## src/rtl/jtag_dr_mailbox_ctrl.sv

```systemverilog
// USER data-register sequencer behind BSCANE2: turns host DR scans into
// command pulses and returns one buffered response word per scan (tck domain).
module jtag_dr_mailbox_ctrl #(
   parameter int DATA_W = 8
) (
   input  logic              tck,
   input  logic              test_logic_reset,
   input  logic              tdi,
   output logic              tdo,
   input  logic              ir_is_user,
   input  logic              capture_dr,
   input  logic              shift_dr,
   input  logic              update_dr,
   output logic [DATA_W-1:0] cmd_data,
   output logic              cmd_valid,
   input  logic [DATA_W-1:0] rsp_data,
   input  logic              rsp_valid,
   output logic              rsp_ready,
   output logic              frame_err
);

   localparam int DR_W = DATA_W + 2;
   localparam int CW   = $clog2(DR_W + 2);

   typedef enum logic [1:0] {
      IDLE,
      CAP,
      SHIFT
   } state_t;

   state_t              state;
   logic [DR_W-1:0]     shreg;
   logic [CW-1:0]       bitcnt;
   logic                rsp_full;
   logic                cap_pend;
   logic [DATA_W-1:0]   rsp_buf;

   logic [DR_W-1:0]     cap_word;
   logic                push;
   logic                upd_frame;
   logic                frame_ok;
   logic                frame_bad;
   logic                frame_wr;
   logic                frame_ack;
   logic                pop;

   assign tdo       = shreg[0];
   assign rsp_ready = ~rsp_full;
   assign push      = rsp_valid & ~rsp_full;

   // Capture snapshot: response (zero when empty), full flag, sticky error
   assign cap_word  = {frame_err, rsp_full,
                       rsp_full ? rsp_buf : {DATA_W{1'b0}}};

   // Update seen while a shifted frame is open decides the frame's fate
   assign upd_frame = ir_is_user & ~capture_dr & ~shift_dr
                      & update_dr & (state == SHIFT);
   assign frame_ok  = upd_frame & (bitcnt == CW'(DR_W));
   assign frame_bad = upd_frame & (bitcnt != CW'(DR_W))
                      & (bitcnt != '0);
   assign frame_wr  = shreg[DR_W-2];
   assign frame_ack = shreg[DR_W-1];

   // Ack only pops the entry this scan actually showed to the host
   assign pop       = frame_ok & frame_ack & cap_pend;

   // Scan sequencer: capture/shift/update tracking and the DR shifter
   always_ff @(posedge tck) begin
      if (test_logic_reset) begin
         state    <= IDLE;
         shreg    <= '0;
         bitcnt   <= '0;
         cap_pend <= 1'b0;
      end else if (!ir_is_user) begin
         state    <= IDLE;
      end else if (capture_dr) begin
         state    <= CAP;
         shreg    <= cap_word;
         cap_pend <= rsp_full;
         bitcnt   <= '0;
      end else begin
         unique case (state)
            IDLE: begin
               state <= IDLE;
            end
            CAP, SHIFT: begin
               if (shift_dr) begin
                  state <= SHIFT;
                  shreg <= {tdi, shreg[DR_W-1:1]};
                  if (bitcnt != CW'(DR_W + 1))
                     bitcnt <= bitcnt + CW'(1);
               end else if (update_dr) begin
                  state <= IDLE;
               end
            end
            default: begin
               state <= IDLE;
            end
         endcase
      end
   end

   // Command pulse: one cycle after a valid write frame's update
   always_ff @(posedge tck) begin
      if (test_logic_reset) begin
         cmd_valid <= 1'b0;
         cmd_data  <= '0;
      end else begin
         cmd_valid <= frame_ok & frame_wr;
         if (frame_ok && frame_wr)
            cmd_data <= shreg[DATA_W-1:0];
      end
   end

   // Sticky framing error: short/long scans set, acked valid frame clears
   always_ff @(posedge tck) begin
      if (test_logic_reset)
         frame_err <= 1'b0;
      else if (frame_bad)
         frame_err <= 1'b1;
      else if (frame_ok && frame_ack)
         frame_err <= 1'b0;
   end

   // Single-entry response buffer
   always_ff @(posedge tck) begin
      if (test_logic_reset) begin
         rsp_full <= 1'b0;
         rsp_buf  <= '0;
      end else if (pop) begin
         rsp_full <= 1'b0;
      end else if (push) begin
         rsp_full <= 1'b1;
         rsp_buf  <= rsp_data;
      end
   end

endmodule

```

## config.mk

```make
export PLATFORM = sky130hd
export DESIGN_NAME = jtag_dr_mailbox_ctrl
export DESIGN_NICKNAME = d
export VERILOG_FILES = /design/src/rtl/jtag_dr_mailbox_ctrl.sv
export SDC_FILE = /design/constraint.sdc
export NUM_CORES = 1
export LEC_CHECK = 0
export ABC_AREA = 1
export CORE_MARGIN = 3
export CORE_UTILIZATION = 35
export CTS_BUF_LIST = sky130_fd_sc_hd__clkbuf_2 sky130_fd_sc_hd__clkbuf_4 sky130_fd_sc_hd__clkbuf_8
export DETAILED_ROUTE_END_ITERATION = 8
export SLEW_MARGIN = 10
export SYNTH_ARGS = -nofsm -noshare
export SYNTH_HDL_FRONTEND = slang
export SYNTH_SLANG_ARGS = --single-unit
```

## constraint.sdc

```tcl
create_clock -name tck -period 2.1 [get_ports tck]
set_clock_uncertainty 0.1 [all_clocks]
set_input_delay 0.42 -clock tck [delete_from_list [all_inputs] [get_ports tck]]
set_output_delay 0.42 -clock tck [all_outputs]
set_load 0.02 [all_outputs]
```

**Word level (Yosys, flattened, before mapping)**

Cells that the tools add are included.

- Equal/unequal tests: 6
- Reduce and logical (&&, ||, !) cells: 16
- Muxes and demuxes: 14
- Add/subtract/negate cells: 1
- Bitwise gates (word level): 17

Operator list:

| operator | count |
|---|---|
| $mux 10 | 3 |
| $mux 4 | 4 |
| $ne 4x4->1 const B | 3 |
| $and 1x1->1 | 11 |
| $reduce_bool 2->1 | 5 |
| $mux 8 | 1 |
| $not 1->1 | 6 |
| $reduce_or 2->1 | 3 |
| $add 4x1->4 const B | 1 |
| $eq 4x4->1 const B | 1 |
| $mux 1 | 4 |
| $mux 2 | 2 |
| $reduce_and 2->1 | 2 |
| $reduce_and 4->1 | 1 |
| $reduce_bool 4->1 | 1 |
| $reduce_or 4->1 | 1 |
| $reduce_and 3->1 | 1 |
| $eq 2x1->1 const B | 1 |
| $eq 2x2->1 const B | 1 |
| $logic_and 1x1->1 | 2 |

- Input port bits: 16
- Logic and storage cells: 64
- Bits in registers: 36

**Longest topological paths before layout**

Gate-level depths: netlist of run 1.

- Depth after elaboration: 10
- Depth in mapped cells: 10
- Mapped depth without buffers: 10

**Least setup slack after synthesis of run 1**

Ideal clock, no wire load.

- Path type: register to register
- Start point: register state[0]
- End point: register shreg[0]
- Data arrival time: 1.249 ns
- Required time: 1.863 ns
- Stages on the path, launching flop included: 8
- Path buffers: 1
- Library setup time: 0.137 ns
- Slack: 0.615 ns
- Cells stage by stage: dfxtp_1 > inv_1 > ha_1 > inv_1 > nand3_1 > nand2_1 > clkbuf_1 > a31oi_1

- Cells in the longest elaborated chain, start to end: 4
- Elaborated cells between the ends (all ways): 5
- Those cells by class: eq/ne: 2; reduce/logical: 3

RTL lines:

| what | line | RTL |
|---|---|---|
| start: declaration | 31 | `state_t state;` |
| start signal: assignment | 70 | `state <= IDLE;` |
| start signal: assignment | 75 | `state <= IDLE;` |
| start signal: assignment | 77 | `state <= CAP;` |
| $eq 2x2->1 or $eq 2x1->1 (tied branches) | 82 | `unique case (state)` |
| $reduce_or 2->1 * | 82 |  |
| $reduce_bool 2->1 (no line) * | -- |  |
| $reduce_and 3->1 (no line) * | -- |  |
| end signal: assignment | 78 | `shreg <= cap_word;` |
| end signal: assignment | 89 | `shreg <= {tdi, shreg[DR_W-1:1]};` |
| end: declaration | 32 | `logic [DR_W-1:0] shreg;` |

Mark *: on every way between the ends. The rest lies on a longest branch, timed or not.
A chain may end at the register's enable or synchronous reset.

**Worst setup path after layout of run 1**

- Start point: register frame_err
- End point: output frame_err

RTL lines:

| what | line | RTL |
|---|---|---|
| start: declaration | 19 | `output logic frame_err` |
| start signal: assignment | 118 | `frame_err <= 1'b0;` |
| start signal: assignment | 120 | `frame_err <= 1'b1;` |
| start signal: assignment | 122 | `frame_err <= 1'b0;` |

No word-level cell between the ends.

==> results.md, run 1 <==
* Status: complete, no violations
* Setup slack, reg-to-reg at 440 ps
* Hold Path Stages at 2
* FP Rows at 23
* Most frequent cells in the layout: dfxtp_1 (36), nand2_1 (30), inv_1 (29)
* Worst setup EP type: primary output
* CP max FO at 3
* Min-Delay Startpoint: cmd_data[1]$_SDFFE_PP0P_
* Vias at 1403
* Routed wire length at 3174 um
* Length of the first detailed-routing pass in iterations at 4
* FF-to-FF Start: bitcnt[0]$_SDFFE_PP0P_
* Antenna cells at 0
* CTS buffer count at 5
* Post-Synth Simple-Gate Area at 22.60%
* Worst-path clk slew at 80 ps
* Synth Area in Compound Gates at 18.61%
* Post-Route Setup TNS at 0 ps
* Mapped Area at 0.001600 mm2
* Slew @ Worst Pin at 265.2 ps
* Initial antenna violation count at 0
* Place WS at 113.4 ps
* Postcts setup bufs at 0
* F_max at 549.0 MHz
* First-pass GRT wire length at 5520 um
* Area Growth Syn to Fin at 27.52%
* Startpoint Class: flip-flop
* Footprint of the multi-input gates at 709.4 um2
* Die Area at 0.005420 mm2
* Slew HR at 82.30%
* Slowest Stage Delay on Critical Path at 630 ps
* WHS at 342.6 ps
* Drt drc at 0
* Post-synth cell types at 25
* Crit Reg-Reg Endpoint: rsp_buf[2]$_SDFFE_PP0P_
* Routed wire per std cell at 10.72 um
* CTS Buffer Depth at 2
* Min Tclk post-route at 1821 ps
* DP HPWL at 2263 um
* GR Util All Layers at 12.90%
* Placement Cell Area at 0.001943 mm2
* Clk_lat worst skew at 290 ps
* Post_cts resized at 0
* Post-synth top area share at 45.04%
* DRT antenna net count at 0
* IO Port Bufs at 27
* Layout cells sized above 1 at 9.350%
* Yosys reg bits at 36
* Starting Density at 38.09%
* Peak VDD IR at 0.0003238 V
* Vias per cell at 4.740
* Combinational family with the most area after synthesis: simple AND/OR/NAND/NOR gates
* Syn avg cell area at 7.513 um2
* Gate Count Post-Synth at 213
* Crit Path Category: reg -> out
* Levels on crit path at 1
* Ys Warns at 0
* Commonest non-fill, non-tap cell in the layout: dfxtp_1
* Top cells by area, synth: dfxtp_1 (45%), a21oi_1 (7.5%), nand2_1 (7.0%)
* Cells after DPL at 288
* Arrival @ worst endpoint at 1300 ps
* Core area at 0.004202 mm2
* CTS sink cnt at 36
* Total gr overflow at 0
* Area leader, netlist: dfxtp_1
* H-tree levels at 2
* Worst Hold Class: reg -> reg
* Final setup vio count at 0
* Vias in the first global route at 1253
* Synthesized Nets at 233
* Fill cells at 463
* Crit-path leading delay family: buffers and inverters
* CP Cell Sequence: clkdlybuf4s50_1
* Max Cap Viol at 0
* First DRT Iteration DRCs at 62
* Hold Path Sink: cmd_data[1]$_SDFFE_PP0P_
* Width of the die at 73.62 um
* Post-layout worst setup margin at 278.6 ps
* Die height at 73.62 um
* Max Slew Vio Count at 0
* Design Area, Final at 0.002041 mm2
* Worst Path Required at 1580 ps
* Crit share post-route at 86.73%
* Fin. Hold Viols at 0
* Layout Cells excl Fill at 296
* Net count, final at 265
* Post-Synth Adder-Cell Area at 3.127%
* Top Ports at 28
* Sequential area share after synthesis at 45.04%
* Seq. cell area at 720.7 um2
* RSZ-0062 raised after global routing: false
* Worst r2r path cells at 7
* Root Buffer: clkbuf_8
* WP buf/inv at 1
* Xor/xnor share of the synthesized area at 0%
* CTS tree: built
* Mux cell area share after synthesis at 0%
* Leak at 0.8116 nW
* CTS hold repair buffers at 0
* Slowest CP cell: clkdlybuf4s50_1
* Final Wtd Congestion at 0.8165
* Largest net degree at the start of global routing at 28
* PD cells at 693.7 mW/mm2
-- report_power, final --
group | switching, mW | leakage, nW | internal (mW)
clock network | 0.240 | 0.0479 | 0.279
registers | 0.0222 | 0.295 | 0.714
logic | 0.0834 | 0.469 | 0.0761
-- through the flow --
stage	power, mW	utilization [%]
after floorplan	0.8445	-
after detailed placement	0.9127	46.25
after global placement	0.9121	46.25
final	1.416	48.57
after global routing	1.484	48.57
after CTS	1.435	48.57
-- flip-flops by register name (all words and copies together), names as in the netlist, 2 cells and up --
register  cells
bitcnt        4
cmd_data      8
rsp_buf       8
shreg        10
state         2
-- Yosys cell counts --
cell type and n:
nand4_1 2, nor2_4 1, ha_1 4, nand4_4 1, o21ai_1 1, buf_6 1
dfxtp_1 36, nor3_1 2, nand2_1 30, a31oi_1 10, nor4_1 1, nand3b_1 1
o21ai_0 19, nand3_2 2, nor2_1 13, o211ai_1 1, a21oi_1 24, clkbuf_1 5
nand3_1 21, clkinv_1 1, inv_1 29, inv_2 2, o31ai_1 1, nor2_2 1
buf_2 4
-- metal layers --
metal | part of all wire [%] | global-route usage (%) | vias up
met5 | 0 | 0 | -
met4 | 1.4 | 4.225 | 0
met3 | 5.2 | 4.514 | 6
met2 | 42 | 19.39 | 30
met1 | 52 | 17.21 | 596
li1 | - | - | 771
-- final cells by class --
class / count / area share, %
repair buffers: 35 / 16.19
inverters: 32 / 5.886
clock inverters: 1 / 0.3679
clock buffers: 7 / 4.414
multi-input cells: 135 / 34.76
well taps: 50 / 3.066
flip-flops and latches: 36 / 35.32
-- kinds of logic after synthesis --
| kind of cell | after synthesis |
|---|---|
| buffers and inverters | 42 |
| DFF | 36 |
| AOI/OAI and AO/OA | 56 |
| and+or+nand+nor | 75 |
| adders and majority gates | 4 |
-- how the worst max path moves through the flow --
stage,startpoint,end,slack (ps)
after detailed placement,ir_is_user,rsp_buf[2]$_SDFFE_PP0P_,110
after floorplan,state[0]$_SDFFE_PP0P_,shreg[0]$_SDFFE_PP0P_,610
after CTS,frame_err$_SDFFE_PP0P_,frame_err,270
after global placement,ir_is_user,cmd_data[3]$_SDFFE_PP0P_,140
after global routing,frame_err$_SDFFE_PP0P_,frame_err,230
final,frame_err$_SDFFE_PP0P_,frame_err,280
Power figures use the tool's default switching activity.
==> run 2: changes to the inputs <==
==> constraint.sdc (replaced) <==
create_clock -name tck -period 1.6 [get_ports tck]
set_clock_uncertainty 0.1 [all_clocks]
set_input_delay 0.32 -clock tck [delete_from_list [all_inputs] [get_ports tck]]
set_output_delay 0.32 -clock tck [all_outputs]
set_load 0.02 [all_outputs]
==> run 2 against run 1 <==
Non-clock buffer count rose by 16. Sequential share of layout area fell by 4.1 points. Wire length rose by 19%. Die area did not move.
==> results.md, run 2 (synthesized netlist as in run 1, its figures left out) <==
* Footprint of the multi-input gates at 789.5 um2 (was 709.4 um2)
* CP max FO at 6 (was 3)
* Arrival @ worst endpoint at 1600 ps (was 1300 ps)
* Vias at 1546 (was 1403)
* PD cells at 875.9 mW/mm2 (was 693.7 mW/mm2)
* Global route hottest layer: met2 (unchanged)
* Fill cells at 391 (was 463)
* Vias per cell at 4.908 (was 4.740)
* Crit Path Category: in -> reg (was reg -> out)
* Worst setup EP type: flip-flop (was primary output)
* First DRT Iteration DRCs at 115 (was 62)
* DP HPWL at 2441 um (was 2263 um)
* Status: complete, no violations (unchanged)
* Max Slew Vio Count at 0 (unchanged)
* Largest registers: shreg x10, cmd_data x8, rsp_buf x8 (unchanged)
* FP Rows at 23 (unchanged)
* GR met3 Demand/Resource at 4.925% (was 4.514%)
* CTS tree: built (unchanged)
* Worst-path clk slew at 70 ps (was 80 ps)
* Max Cap Viol at 0 (unchanged)
* Net count, final at 284 (was 265)
* CTS hold repair buffers at 0 (unchanged)
* Met1 GRT Util at 19.57% (was 17.21%)
* Worst r2r path cells at 8 (was 7)
* Core area at 0.004202 mm2 (unchanged)
* Clk_lat worst skew at 290 ps (about the same)
* Most frequent cells in the layout: dfxtp_1 (36), inv_1 (28), nand2_1 (28) (was dfxtp_1 (36), nand2_1 (30), inv_1 (29))
* Worst Path Required at 1680 ps (was 1580 ps)
* Top Ports at 28 (unchanged)
* Min Tclk post-route at 1514 ps
* First-pass GRT wire length at 5906 um (was 5520 um)
* Die Area at 0.005420 mm2 (unchanged)
* H-tree levels at 2 (unchanged)
* Final setup vio count at 0 (unchanged)
* Routed wire per std cell at 11.97 um (was 10.72 um)
* Seq. cell area at 720.7 um2 (unchanged)
* Antenna cells at 0 (unchanged)
* Width of the die at 73.62 um (unchanged)
* Max FFs per register at 10 (unchanged)
* Largest Register: shreg (unchanged)
* CTS buffer count at 5 (unchanged)
* CTS Buffer Depth at 2 (unchanged)
* Crit path to: rsp_buf[5]$_SDFFE_PP0P_ (was frame_err)
* Final Wtd Congestion at 0.8023 (was 0.8165)
* Commonest non-fill, non-tap cell in the layout: dfxtp_1 (unchanged)
* Crit Reg-Reg Endpoint: bitcnt[1]$_SDFFE_PP0P_ (was rsp_buf[2]$_SDFFE_PP0P_)
* Largest net degree at the start of global routing at 28 (unchanged)
* Setup slack, reg-to-reg at 100 ps (was 440 ps)
* Root Buffer: clkbuf_8 (unchanged)
* Layout cells sized above 1 at 18.11% (was 9.350%)
* Crit path from: update_dr (was frame_err$_SDFFE_PP0P_)
* IO Port Bufs at 27 (unchanged)
* FF-to-FF Start: state[0]$_SDFFE_PP0P_ (was bitcnt[0]$_SDFFE_PP0P_)
* Peak VDD IR at 0.0004481 V (was 0.0003238 V)
* Tot Pwr at 2.021 mW (was 1.416 mW)
* Total gr overflow at 0 (unchanged)
* Layout Cells excl Fill at 315 (was 296)
* Fin. Hold Viols at 0 (unchanged)
* DRT antenna net count at 0 (unchanged)
* Area Growth Syn to Fin at 44.17% (was 27.52%)
* Length of the first detailed-routing pass in iterations at 4 (unchanged)
* Drt drc at 0 (unchanged)
* Initial antenna violation count at 0 (unchanged)
* Routed wire length at 3769 um (was 3174 um)
* GR Util All Layers at 14.04% (was 12.90%)
* Cells after DPL at 299 (was 288)
* Slew HR at 76.64% (was 82.30%)
* Die height at 73.62 um (unchanged)
* F_max at 660.5 MHz
* Vias in the first global route at 1303 (was 1253)
* Final Core Density at 54.91% (was 48.57%)
* WHS at 338.9 ps (was 342.6 ps)
* Worst Hold Class: reg -> reg (unchanged)
* Slew @ Worst Pin at 349.9 ps (was 265.2 ps)
* Crit share post-route at 94.62%
* CTS sink cnt at 36 (unchanged)
* RSZ-0062 raised after global routing: true (was false)
* Starting Density at 38.09% (unchanged)
* Met2 Track Usage GR at 20.28% (was 19.39%)
* Startpoint Class: input port (was flip-flop)
* Leak at 0.9984 nW (was 0.8116 nW)
==> run 2: report_power, final <==
group	internal, mW	switching (mW)	leakage, nW
sequential	0.938	0.0323	0.295
combinational	0.130	0.127	0.645
clock	0.479	0.315	0.0586
==> run 2: metrics by stage <==
stage / area (um2) / TNS, ps / worst slack [ps]
final: 2307 / 0 / 86.07
after global routing: 2307 / -40.24 / -20.63
after CTS: 2150 / 0 / 7.822
after detailed placement: 2051 / -5673 / -238.3
after global placement: 2051 / -5409 / -224.7
after floorplan: 1600 / 0 / 114.6
==> run 2: repair_timing <==
action	in CTS	in global routing
resized for setup	13	11
pin swaps	0	5
cloned	0	4
endpoints found under the setup margin	13	26
setup buffers	0	4
==> run 2: worst min path at each step <==
stage | startpoint | to | slack [ps] | cells after the start
after floorplan | test_logic_reset | frame_err$_SDFFE_PP0P_ | 290 | 1
after global placement | cmd_data[1]$_SDFFE_PP0P_ | cmd_data[1]$_SDFFE_PP0P_ | 330 | 2
after detailed placement | cmd_data[2]$_SDFFE_PP0P_ | cmd_data[2]$_SDFFE_PP0P_ | 340 | 2
after CTS | cmd_data[1]$_SDFFE_PP0P_ | cmd_data[1]$_SDFFE_PP0P_ | 340 | 2
after global routing | cmd_data[1]$_SDFFE_PP0P_ | cmd_data[1]$_SDFFE_PP0P_ | 360 | 2
final | cmd_data[2]$_SDFFE_PP0P_ | cmd_data[2]$_SDFFE_PP0P_ | 340 | 2
==> run 2: layout make-up <==
class | instances | area share [%]
clock buffers | 6 | 3.308
inverters | 32 | 5.206
multi-input cells | 138 | 34.22
flip-flops and latches | 36 | 31.24
clock inverters | 2 | 1.518
repair buffers | 51 | 21.80
well taps | 50 | 2.712
==> run 2: worst max-delay path, stage by stage <==
cell             delay (ps)
clkdlybuf4s50_1         510
nand3_2                  90
nor2_4                  140
buf_12                  140
nand4_2                 150
a21oi_1                 180
nor2_1                   60
==> run 2: routing by layer <==
layer / routed length [um] / vias to the layer above / share of wire (%)
met5: 0 / - / 0
met3: 211 / 4 / 5.6
met4: 31 / 0 / 0.82
li1: - / 824 / -
met2: 1660 / 37 / 44
met1: 1866 / 681 / 50
